[src/rtl/trsig_pkg.sv]
// trsig_pkg: shared types and constants for the traffic-signal conflict monitor.
//   aspect_e      : decoded per-approach lamp aspect (RED/YEL/GRN/BAD)
//   FC_*          : fault codes; lower value has higher priority
//   *_DEF         : default minimum dwell times (shared with the controller) and flash divider
package trsig_pkg;

   typedef enum logic [1:0] {
      ASP_RED = 2'd0,
      ASP_YEL = 2'd1,
      ASP_GRN = 2'd2,
      ASP_BAD = 2'd3
   } aspect_e;

   localparam logic [2:0] FC_NONE        = 3'd0;
   localparam logic [2:0] FC_CONFLICT    = 3'd1;
   localparam logic [2:0] FC_ILLEGAL_ASP = 3'd2;
   localparam logic [2:0] FC_BAD_SEQ     = 3'd3;
   localparam logic [2:0] FC_SHORT_YEL   = 3'd4;
   localparam logic [2:0] FC_SHORT_GRN   = 3'd5;

   localparam int unsigned MIN_GRN_CYC_DEF = 5;
   localparam int unsigned MIN_YEL_CYC_DEF = 3;
   localparam int unsigned FLASH_DIV_DEF   = 4;

   // Exactly one lit lamp gives a valid aspect; anything else is BAD.
   function automatic aspect_e decode_aspect(input logic red, input logic yel, input logic grn);
      aspect_e asp;
      case ({red, yel, grn})
         3'b100:  asp = ASP_RED;
         3'b010:  asp = ASP_YEL;
         3'b001:  asp = ASP_GRN;
         default: asp = ASP_BAD;
      endcase
      return asp;
   endfunction

   // Allowed steps: hold, GRN->YEL, YEL->RED, RED->GRN.
   function automatic logic legal_step(input aspect_e prev, input aspect_e cur);
      return (prev == cur) ||
             ((prev == ASP_GRN) && (cur == ASP_YEL)) ||
             ((prev == ASP_YEL) && (cur == ASP_RED)) ||
             ((prev == ASP_RED) && (cur == ASP_GRN));
   endfunction

endpackage

[src/rtl/trsig_aspect_chk.sv]
// trsig_aspect_chk: per-approach aspect decode, history and dwell tracking.
//   clk, rst              : clock, synchronous active-high reset
//   vld_i                 : stage-1 lamp sample is valid this cycle
//   red_i, yel_i, grn_i   : stage-1 sampled lamps
//   aspect_c_o            : decoded aspect of the current sample (combinational)
//   bad_c_o               : current sample is BAD
//   illegal_seq_c_o       : illegal aspect change versus previous sample
//   short_yel_c_o         : YEL->RED with yellow dwell below minimum
//   short_grn_c_o         : GRN->YEL with green dwell below minimum
//   red_to_grn_c_o        : RED->GRN step on this sample
module trsig_aspect_chk
   import trsig_pkg::*;
#(
   parameter int unsigned MIN_GRN_CYC = MIN_GRN_CYC_DEF,
   parameter int unsigned MIN_YEL_CYC = MIN_YEL_CYC_DEF
) (
   input  logic       clk,
   input  logic       rst,
   input  logic       vld_i,
   input  logic       red_i,
   input  logic       yel_i,
   input  logic       grn_i,
   output logic [1:0] aspect_c_o,
   output logic       bad_c_o,
   output logic       illegal_seq_c_o,
   output logic       short_yel_c_o,
   output logic       short_grn_c_o,
   output logic       red_to_grn_c_o
);

   localparam int unsigned DWELL_MAX = (MIN_GRN_CYC > MIN_YEL_CYC) ? MIN_GRN_CYC : MIN_YEL_CYC;
   localparam int unsigned DW        = $clog2(DWELL_MAX + 1);

   aspect_e         aspect;
   aspect_e         prev_q, prev_d;
   logic [DW-1:0]   dwell_q, dwell_d;
   logic            seeded_q, seeded_d;
   logic            changed;

   // Decode, violation flags and next history/dwell.
   always_comb begin
      aspect          = decode_aspect(red_i, yel_i, grn_i);
      changed         = seeded_q && (aspect != prev_q);
      prev_d          = prev_q;
      dwell_d         = dwell_q;
      seeded_d        = seeded_q;

      bad_c_o         = vld_i && (aspect == ASP_BAD);
      illegal_seq_c_o = vld_i && changed && !legal_step(prev_q, aspect);
      short_yel_c_o   = vld_i && changed && (prev_q == ASP_YEL) && (aspect == ASP_RED) &&
                        (dwell_q < DW'(MIN_YEL_CYC));
      short_grn_c_o   = vld_i && changed && (prev_q == ASP_GRN) && (aspect == ASP_YEL) &&
                        (dwell_q < DW'(MIN_GRN_CYC));
      red_to_grn_c_o  = vld_i && changed && (prev_q == ASP_RED) && (aspect == ASP_GRN);

      if (vld_i) begin
         prev_d   = aspect;
         seeded_d = 1'b1;
         // First sample after reset or an aspect change starts a new dwell at 1.
         if (!seeded_q || changed) begin
            dwell_d = DW'(1);
         end else if (dwell_q < DW'(DWELL_MAX)) begin
            dwell_d = dwell_q + DW'(1);
         end
      end
   end

   assign aspect_c_o = aspect;

   always_ff @(posedge clk) begin
      if (rst) begin
         prev_q   <= ASP_RED;
         dwell_q  <= '0;
         seeded_q <= 1'b0;
      end else begin
         prev_q   <= prev_d;
         dwell_q  <= dwell_d;
         seeded_q <= seeded_d;
      end
   end

endmodule

[src/rtl/trsig_monitor.sv]
// trsig_monitor: independent conflict/sequence monitor for a two-approach signal.
//   clk, rst                 : clock, synchronous active-high reset
//   reda, yela, grna         : approach A lamp drives
//   redb, yelb, grnb         : approach B lamp drives
//   fault                    : sticky violation flag
//   fault_code               : code of first violation, 0 when clear
//   flash                    : fail-safe flasher square wave while faulted
//   cyc_cnt                  : count of A RED->GRN steps, wraps at 256
module trsig_monitor
   import trsig_pkg::*;
#(
   parameter int unsigned MIN_GRN_CYC = MIN_GRN_CYC_DEF,
   parameter int unsigned MIN_YEL_CYC = MIN_YEL_CYC_DEF,
   parameter int unsigned FLASH_DIV   = FLASH_DIV_DEF
) (
   input  logic       clk,
   input  logic       rst,
   input  logic       reda,
   input  logic       yela,
   input  logic       grna,
   input  logic       redb,
   input  logic       yelb,
   input  logic       grnb,
   output logic       fault,
   output logic [2:0] fault_code,
   output logic       flash,
   output logic [7:0] cyc_cnt
);

   localparam int unsigned DIV_W = (FLASH_DIV > 1) ? $clog2(FLASH_DIV) : 1;

   logic [5:0]       s_lamps_q;
   logic             s_vld_q;

   logic [1:0]       asp_a_raw, asp_b_raw;
   aspect_e          asp_a, asp_b;
   logic             bad_a, bad_b, seq_a, seq_b;
   logic             syel_a, syel_b, sgrn_a, sgrn_b;
   logic             r2g_a, r2g_b_unused;
   logic             conflict_c;
   logic [2:0]       code_c;

   logic             fault_q, fault_d;
   logic [2:0]       code_q, code_d;
   logic             flash_q, flash_d;
   logic [DIV_W-1:0] div_q, div_d;
   logic [7:0]       cyc_q, cyc_d;

   trsig_aspect_chk #(.MIN_GRN_CYC(MIN_GRN_CYC), .MIN_YEL_CYC(MIN_YEL_CYC)) u_chk_a (
      .clk             (clk),
      .rst             (rst),
      .vld_i           (s_vld_q),
      .red_i           (s_lamps_q[5]),
      .yel_i           (s_lamps_q[4]),
      .grn_i           (s_lamps_q[3]),
      .aspect_c_o      (asp_a_raw),
      .bad_c_o         (bad_a),
      .illegal_seq_c_o (seq_a),
      .short_yel_c_o   (syel_a),
      .short_grn_c_o   (sgrn_a),
      .red_to_grn_c_o  (r2g_a)
   );

   trsig_aspect_chk #(.MIN_GRN_CYC(MIN_GRN_CYC), .MIN_YEL_CYC(MIN_YEL_CYC)) u_chk_b (
      .clk             (clk),
      .rst             (rst),
      .vld_i           (s_vld_q),
      .red_i           (s_lamps_q[2]),
      .yel_i           (s_lamps_q[1]),
      .grn_i           (s_lamps_q[0]),
      .aspect_c_o      (asp_b_raw),
      .bad_c_o         (bad_b),
      .illegal_seq_c_o (seq_b),
      .short_yel_c_o   (syel_b),
      .short_grn_c_o   (sgrn_b),
      .red_to_grn_c_o  (r2g_b_unused)
   );

   assign asp_a = aspect_e'(asp_a_raw);
   assign asp_b = aspect_e'(asp_b_raw);

   // Conflict check and priority encode, fault latch, flasher and cycle counter.
   always_comb begin
      conflict_c = s_vld_q &&
                   ((asp_a == ASP_YEL) || (asp_a == ASP_GRN)) &&
                   ((asp_b == ASP_YEL) || (asp_b == ASP_GRN));

      code_c = FC_NONE;
      if (conflict_c)           code_c = FC_CONFLICT;
      else if (bad_a || bad_b)  code_c = FC_ILLEGAL_ASP;
      else if (seq_a || seq_b)  code_c = FC_BAD_SEQ;
      else if (syel_a || syel_b) code_c = FC_SHORT_YEL;
      else if (sgrn_a || sgrn_b) code_c = FC_SHORT_GRN;

      fault_d = fault_q;
      code_d  = code_q;
      flash_d = flash_q;
      div_d   = div_q;
      cyc_d   = cyc_q;

      if (fault_q) begin
         if (div_q == DIV_W'(FLASH_DIV - 1)) begin
            div_d   = '0;
            flash_d = ~flash_q;
         end else begin
            div_d = div_q + DIV_W'(1);
         end
      end else if (code_c != FC_NONE) begin
         // Flasher starts lit on the cycle the fault is latched.
         fault_d = 1'b1;
         code_d  = code_c;
         flash_d = 1'b1;
         div_d   = '0;
      end

      if (r2g_a) cyc_d = cyc_q + 8'd1;
   end

   always_ff @(posedge clk) begin
      if (rst) begin
         s_lamps_q <= '0;
         s_vld_q   <= 1'b0;
         fault_q   <= 1'b0;
         code_q    <= FC_NONE;
         flash_q   <= 1'b0;
         div_q     <= '0;
         cyc_q     <= '0;
      end else begin
         s_lamps_q <= {reda, yela, grna, redb, yelb, grnb};
         s_vld_q   <= 1'b1;
         fault_q   <= fault_d;
         code_q    <= code_d;
         flash_q   <= flash_d;
         div_q     <= div_d;
         cyc_q     <= cyc_d;
      end
   end

   assign fault      = fault_q;
   assign fault_code = code_q;
   assign flash      = flash_q;
   assign cyc_cnt    = cyc_q;

endmodule

[config.mk]
export PLATFORM = sky130hd
export DESIGN_NAME = trsig_monitor
export DESIGN_NICKNAME = d
export VERILOG_FILES = /design/src/rtl/trsig_pkg.sv /design/src/rtl/trsig_aspect_chk.sv /design/src/rtl/trsig_monitor.sv
export SDC_FILE = /design/constraint.sdc
export NUM_CORES = 1
export LEC_CHECK = 0
export CAP_MARGIN = 0
export CORE_ASPECT_RATIO = 0.8
export CORE_MARGIN = 2
export CORE_UTILIZATION = 55
export DETAILED_ROUTE_END_ITERATION = 16
export GPL_TIMING_DRIVEN = 0
export PLACE_DENSITY = 0.78
export SLEW_MARGIN = 40
export SYNTH_ARGS = -nofsm -noshare
export SYNTH_HDL_FRONTEND = slang
export SYNTH_SLANG_ARGS = --single-unit
[constraint.sdc]
create_clock -name clk -period 3.6 [get_ports clk]
set_input_delay 0.54 -clock clk [delete_from_list [all_inputs] [get_ports clk]]
set_output_delay 0.54 -clock clk [all_outputs]
set_load 0.05 [all_outputs]
==> out/summary.md, run 1 <==
### Worst hold path
- Worst Hold Depth: 2
- Worst Hold Endpoint: fault_code[1]
- path class of the lowest-slack min-delay path: flop to flop
- Hold Crit Start: fault_code[1]

### Timing
- setup repair after global routing missed its margin: no
- crit share post-route: 83.5%
- final hold violation count: 0
- setup violation total in the final timing report: 0
- post-route setup TNS: 0 ps
- Worst Max-Slew Pin Slew: 539 ps
- Tmin final: 3000 ps
- highest clock frequency the design can meet: 333 MHz
- final-report max-slew violation count: 0
- worst max-slew margin expressed relative to the limit: 64.0%
- Max Clock Skew: 4.98 ps

### Finish
- multi-input gate area in the final layout: 1180 um^2
- area of all sequential standard cells: 661 um^2
- fill cell total of the finished layout: 288
- layout cells sized above 1: 11.2%
- layout overhead on the synthesized area: 17.0%
- leading cell types in the layout, fill and taps excluded: sky130_fd_sc_hd__dfxtp_1 (33), sky130_fd_sc_hd__nand2_1 (23), sky130_fd_sc_hd__nor2_1 (20)
- number of diodes: 0
- commonest non-fill, non-tap cell in the layout: sky130_fd_sc_hd__dfxtp_1
- cell area after layout: 2280 um^2
- core occupancy in the finished layout: 66.9%
- final net count: 275

### Power and ir drop
- power share of the clock group: 32.2%
- part of the total power dissipated in combinational logic: 19.8%
- internal power: 588 uW
- maximum vdd ir drop: 0.293 mV
- Psw: 255 uW
- Static Leak: 0.000873 uW
- switching part of the total power: 30.3%
- sequential power share: 48.0%
- PD cells: 371 nW/um^2

### Global routing
- maximum number of pins on one net before global-route repair: 11
- combined global-route utilization of all metal layers: 21.8%
- GR Util met1: 31.5%
- via count of the first global-routing pass: 1,511
- most used routing layer: met2
- GR Util met2: 32.2%
- grt ovf: 0
- first-pass GRT wire length: 6930 um
- met3 Resource Use GR: 5.12%
- antenna violations before repair: 0

### Synth
- average footprint of a synthesized cell: 8.42 um^2
- count of flip-flops with a built-in enable after synthesis: 0
- area leader, netlist: sky130_fd_sc_hd__dfxtp_1
- Synth Register Bits: 33
- share of Yosys cell area claimed by the top area cell type: 34.0%
- share of synthesized area occupied by flip-flops and latches: 34.0%
- number of nets produced by synthesis: 249
- proportion of synthesized flip-flops having asynchronous set or reset: 0%
- most instantiated flip-flop cell in the synthesis netlist: sky130_fd_sc_hd__dfxtp_1
- cells after synthesis: 231
- post-synthesis instance area: 1950 um^2
- distinct cell type count of the synthesized netlist: 56
- cell types occupying the most area after synthesis: sky130_fd_sc_hd__dfxtp_1 (34%), sky130_fd_sc_hd__ha_1 (6.4%), sky130_fd_sc_hd__nand2_1 (4.4%)
- Yosys warning count: 0

### Route
- DR vias/cell: 5.67
- per-cell routed wire length: 13.8 um
- routed via count: 1,702
- count of antenna-violating nets left after detailed routing: 0
- first-pass iteration count of the detailed router: 4
- first-iteration detailed-routing DRC count: 107
- DR DRC count: 0
- DRT Wirelength: 4150 um

### Clocking
- cts repair resizes: 0
- Clk Latency, worst-skew pair: 290 ps
- count of buffers added by post-CTS timing repair for setup: 0
- htree depth: 2
- # hold bufs at CTS: 0
- clock tree from TritonCTS: built
- total number of clock tree sinks: 33
- cell at the root of the clock tree: sky130_fd_sc_hd__clkbuf_8
- number of clock buffers inserted by TritonCTS: 5
- clock-pin slew of the registers on the worst-case setup and hold paths: 70 ps
- Max Buffers Root-to-Sink: 2

### Floorplan
- DIE WIDTH: 70.5 um
- die area: 4030 um^2
- die span in y: 57.2 um
- number of rows in the core area: 19
- number of primary I/O pins: 21
- initial standard-cell utilization of the core: 57.2%
- area of the core: 3400 um^2

### Worst setup path
- reg2reg path depth: 13
- critical setup path kind: flop to flop
- reg2reg end: fault_code[1]
- element type at the critical path end: flop
- worst reg2reg setup slack: 600 ps
- origin of the critical flop-to-flop path: s_lamps_q[1]
- startpoint class of the critical path: flop
- data arrival at the endpoint of the critical path: 3220 ps
- required arrival time at the worst endpoint: 3820 ps
- Crit Path Max Fanout: 10

### Placement
- IO Port Bufs: 19
- placer congestion estimate: 0.900
- total cell area at the placement stage: 2190 um^2
- detailed placement HPWL: 2980 um

### Outcome
- status: finished clean

### Run
- maxcap violations: 0

==> power by group through the flow <==
| stage | Clock (uW) | Sequential (uW) | Combinational [uW] |
|---|---|---|---|
| 6_report | 272 | 404 | 167 |
| 5_1_grt | 290 | 407 | 183 |
| 4_1_cts | 274 | 404 | 166 |
| 3_5_place_dp | 0 | 412 | 164 |
| 3_3_place_gp | 0 | 412 | 161 |
| 2_1_floorplan | 0 | 425 | 107 |
==> per-stage QoR <==
stage                     setup slack (ps)  total power [uW]  hold WS (ps)  std cells
final                                  596               843           480        300
after global routing                   435               881           502        300
after CTS                              518               844           480        300
after detailed placement               553               576           467        292
after global placement                 511               573           461        292
after floorplan                        954               533           450        231
==> kinds of logic (layout without fill, tap and decap cells) <==
family | after synthesis | count (layout) | share of synthesized area (%)
and+or+nand+nor | 99 | 99 | 28.6
DFF | 33 | 33 | 34.0
adders and majority gates | 10 | 10 | 6.43
buffers and inverters | 22 | 49 | 5.79
AOI/OAI and AO/OA | 58 | 58 | 21.2
xor gates and xnor gates | 9 | 9 | 4.05
==> Yosys cell counts, types with 3 or more instances <==
master and instances:
sky130_fd_sc_hd__nor3_1 4, sky130_fd_sc_hd__nand3_1 3, sky130_fd_sc_hd__o21a_1 3, sky130_fd_sc_hd__buf_2 4
sky130_fd_sc_hd__inv_1 11, sky130_fd_sc_hd__o211ai_1 3, sky130_fd_sc_hd__a211oi_1 5, sky130_fd_sc_hd__nand2b_1 8
sky130_fd_sc_hd__nand2_1 23, sky130_fd_sc_hd__clkbuf_1 3, sky130_fd_sc_hd__nor2b_1 11, sky130_fd_sc_hd__ha_1 10
sky130_fd_sc_hd__a31oi_1 3, sky130_fd_sc_hd__xor2_1 7, sky130_fd_sc_hd__dfxtp_1 33, sky130_fd_sc_hd__nor2_1 20
sky130_fd_sc_hd__a21oi_1 14, sky130_fd_sc_hd__o21ai_0 11, sky130_fd_sc_hd__nand4_1 8
==> layer usage <==
layer | up-vias | wire [um]
li1 | 874 | -
met1 | 786 | 2110
met2 | 40 | 1810
met3 | 2 | 198
met4 | 0 | 19
met5 | - | 0
==> critical path: stages, from the launching register on <==
cell and delay (ps):
sky130_fd_sc_hd__dfxtp_1 300, sky130_fd_sc_hd__buf_2 190, sky130_fd_sc_hd__nor2b_1 210, sky130_fd_sc_hd__nor2b_1 200, sky130_fd_sc_hd__inv_1 80, sky130_fd_sc_hd__ha_1 190, sky130_fd_sc_hd__buf_2 160, sky130_fd_sc_hd__and2_1 170
sky130_fd_sc_hd__o21ai_0 160, sky130_fd_sc_hd__nand3_1 150, sky130_fd_sc_hd__a2111oi_2 480, sky130_fd_sc_hd__nor3_2 170, sky130_fd_sc_hd__or3_1 380, sky130_fd_sc_hd__a21oi_1 120
==> final cells by class <==
class | count | area share (%)
plain buffers | 11 | 3.13
multi-input cells | 176 | 51.7
clock buffers | 6 | 3.19
flip-flops and latches | 33 | 29.0
well taps | 42 | 2.31
repair buffers | 19 | 8.36
clock inverters | 2 | 0.440
inverters | 11 | 1.81
==> registers in the layout (all words and copies together), names as in the netlist <==
signal	count
fault_code	3
flash	1
u_chk_b.dwell_q	3
u_chk_a.prev_q	2
s_vld_q	1
fault	1
u_chk_b.prev_q	2
u_chk_a.seeded_q	1
s_lamps_q	6
cyc_cnt	8
div_q	2
u_chk_a.dwell_q	3
==> worst max-delay path by stage <==
stage                          endpoint  slack [ps]    startpoint  cells after the start
after floorplan                   flash         950  s_lamps_q[4]                     10
after global placement            flash         510  s_lamps_q[4]                     10
after detailed placement          flash         550  s_lamps_q[4]                     10
after CTS                         flash         520  s_lamps_q[4]                     10
after global routing      fault_code[2]         430  s_lamps_q[4]                     11
final                     fault_code[1]         600  s_lamps_q[1]                     13
Note: power is estimated with default switching activity, not from simulation.
==> run 2, diff against run 1 <==
- clock period: 3.6 -> 2.8 ns (I/O delays scaled with it)
==> run 2 against run 1 <==
  * First-iteration DRC count shrank 11%
  * Critical path type unchanged
  * Cell area grew 4.3%
  * Register-to-register slack lost 480 ps
  * Non-clock buffer count grew 1
  * Largest power group unchanged
  * Sequential power grew 29%
  * Sequential share of layout area shrank 1.1 points
  * Clock skew is essentially flat
  * Critical path depth is the same
==> out/summary.md, run 2 (synthesis gave the netlist of run 1 again) <==
### Timing
- worst max-slew margin expressed relative to the limit: 65.0%, +1.0 points
- Max Clock Skew: 5.05 ps, +0.0716 ps
- setup slack of the critical path after layout: 120 ps, -476 ps
- setup violation total in the final timing report: 0, unchanged
- final-report max-slew violation count: 0, unchanged
- Worst Max-Slew Pin Slew: 525 ps, -14.4 ps
- highest clock frequency the design can meet: 373 MHz, +12%
- Hold Slack: 389 ps, -91.1 ps
- final hold violation count: 0, unchanged
- crit share post-route: 95.7%, +12 points
- Tmin final: 2680 ps, -324 ps

### Global routing
- grt ovf: 0, unchanged
- combined global-route utilization of all metal layers: 22.2%, +0.34 points
- antenna violations before repair: 0, unchanged
- maximum number of pins on one net before global-route repair: 11, unchanged
- first-pass GRT wire length: 7040 um, +1.5%
- via count of the first global-routing pass: 1,528, +1.1%

### Route
- first-pass iteration count of the detailed router: 4, unchanged
- highest routed metal layer: met4
- met3 routed wirelength: 158 um, -20%
- per-cell routed wire length: 14.0 um, +1.4%
- length of routed met2 wiring: 1930 um, +6.3%
- count of antenna-violating nets left after detailed routing: 0, unchanged
- routed via count: 1,715, +0.76%
- first-iteration detailed-routing DRC count: 95, -11%
- DR vias/cell: 5.70, +0.43%
- DR DRC count: 0, unchanged
- DRT Wirelength: 4220 um, +1.7%
- wire length on met1: 2090 um, -0.95%

### Placement
- detailed placement HPWL: 2980 um, unchanged
- placer congestion estimate: 0.900, unchanged
- IO Port Bufs: 19, unchanged
- total cell area at the placement stage: 2190 um^2, unchanged
- DP Worst Slack: -247 ps, -800 ps

### Finish
- layout overhead on the synthesized area: 22.0%
- number of diodes: 0, unchanged
- leading cell types in the layout, fill and taps excluded: sky130_fd_sc_hd__dfxtp_1 (32), sky130_fd_sc_hd__nand2_1 (23), sky130_fd_sc_hd__nor2_1 (20)
- commonest non-fill, non-tap cell in the layout: sky130_fd_sc_hd__dfxtp_1
- fill cell total of the finished layout: 273, -5.2%
- final net count: 276, +0.36%
- cell area after layout: 2370 um^2, +4.3%
- layout cells sized above 1: 15.1%, +3.8 points
- max FFs per register: 8, unchanged

### Floorplan
- die area: 4030 um^2, unchanged
- area of the core: 3400 um^2, unchanged
- initial standard-cell utilization of the core: 57.2%, unchanged
- number of primary I/O pins: 21, unchanged
- die span in y: 57.2 um, unchanged
- number of rows in the core area: 19, unchanged
- DIE WIDTH: 70.5 um, unchanged

### Power and ir drop
- Design Power: 1100 uW, +30%
- Static Leak: 0.000894 uW, +2.4%
- maximum vdd ir drop: 0.386 mV, +32%
- PD cells: 464 nW/um^2, +25%

### Run
- maxcap violations: 0, unchanged

### Worst setup path
- reg2reg end: fault_code[1]
- critical setup path kind: flop to flop
- element type at the critical path end: flop
- critical path endpoint: fault_code[1]
- startpoint class of the critical path: flop
- required arrival time at the worst endpoint: 3010 ps, -810 ps
- data arrival at the endpoint of the critical path: 2890 ps, -330 ps
- worst reg2reg setup slack: 120 ps, -480 ps
- Crit Path Max Fanout: 10, unchanged
- reg2reg path depth: 13, unchanged
- crit path launch: s_lamps_q[1]
- origin of the critical flop-to-flop path: s_lamps_q[1]

### Clocking
- clock tree from TritonCTS: built
- number of clock buffers inserted by TritonCTS: 5, unchanged
- clock-pin slew of the registers on the worst-case setup and hold paths: 70 ps, about the same
- htree depth: 2, unchanged
- cell at the root of the clock tree: sky130_fd_sc_hd__clkbuf_8
- total number of clock tree sinks: 33, unchanged
- Max Buffers Root-to-Sink: 2, unchanged
- Clk Latency, worst-skew pair: 280 ps, about the same

### Outcome
- status: finished clean

### Worst hold path
- path class of the lowest-slack min-delay path: input pin to flop

==> run 2: how the worst min path moves through the flow <==
stage / to / slack, ps / startpoint / cells after the start
after global routing: s_lamps_q[4] / 400 / rst / 2
after global placement: div_q[1] / 460 / div_q[1] / 2
after detailed placement: fault_code[0] / 470 / fault_code[0] / 2
final: s_lamps_q[4] / 390 / rst / 2
after CTS: s_lamps_q[4] / 390 / rst / 2
after floorplan: div_q[1] / 450 / div_q[1] / 2
==> run 2: what timing repair did <==
| action | 4_1_cts | 5_1_grt |
|---|---|---|
| hold buffers | 0 | 0 |
| pin swaps | 3 | 4 |
| resized for setup | 10 | 11 |
| endpoints found under the setup margin | 7 | 8 |
| hold endpoints to repair | 0 | 0 |
| buffers inserted | 0 | 1 |
==> run 2: metrics by stage <==
| stage | std cells | util (%) | TNS, ps |
|---|---|---|---|
| floorplan | 231 | - | 0 |
| global placement | 292 | 64.4 | -1520 |
| detailed placement | 292 | 64.4 | -1290 |
| CTS | 300 | 68.1 | 0 |
| global route | 301 | 69.8 | -3.22 |
| finish | 301 | 69.8 | 0 |
==> run 2: layout make-up <==
cell class                 count  area [um^2]  share of cell area (%)
clock inverter                 2         10.0                   0.422
timing repair buffer          20          198                    8.33
tap                           42         52.6                    2.21
clock buffer                   6         72.6                    3.06
inverter                      11         41.3                    1.74
buffer                        11         80.1                    3.37
sequential                    33          662                    27.9
multi-input combinational    176         1260                    53.0
==> run 2: worst max-delay path, cell delays in order (launching register included) <==
cell                        delay, ps
sky130_fd_sc_hd__dfxtp_1          320
sky130_fd_sc_hd__buf_6            130
sky130_fd_sc_hd__nor2b_4          160
sky130_fd_sc_hd__nor2b_4          150
sky130_fd_sc_hd__inv_1             60
sky130_fd_sc_hd__ha_1             180
sky130_fd_sc_hd__buf_2            160
sky130_fd_sc_hd__and2_1           180
sky130_fd_sc_hd__o21ai_2          130
sky130_fd_sc_hd__nand3_2          130
sky130_fd_sc_hd__a2111oi_4        430
sky130_fd_sc_hd__nor3_4           120
sky130_fd_sc_hd__or3_1            330
sky130_fd_sc_hd__a21oi_1          120
==> run 2: metal layers <==
| layer | global-route usage, % | vias up |
|---|---|---|
| li1 | - | 881 |
| met1 | 31.6 | 791 |
| met2 | 33.3 | 39 |
| met3 | 5.12 | 4 |
| met4 | 7.42 | 0 |
| met5 | 0 | - |
==> run 2: power breakdown <==
part | switching, uW | internal [uW] | total [uW]
clock | 172 | 172 | 344
combinational | 134 | 101 | 234
sequential | 27.7 | 494 | 522
total | 334 | 767 | 1100
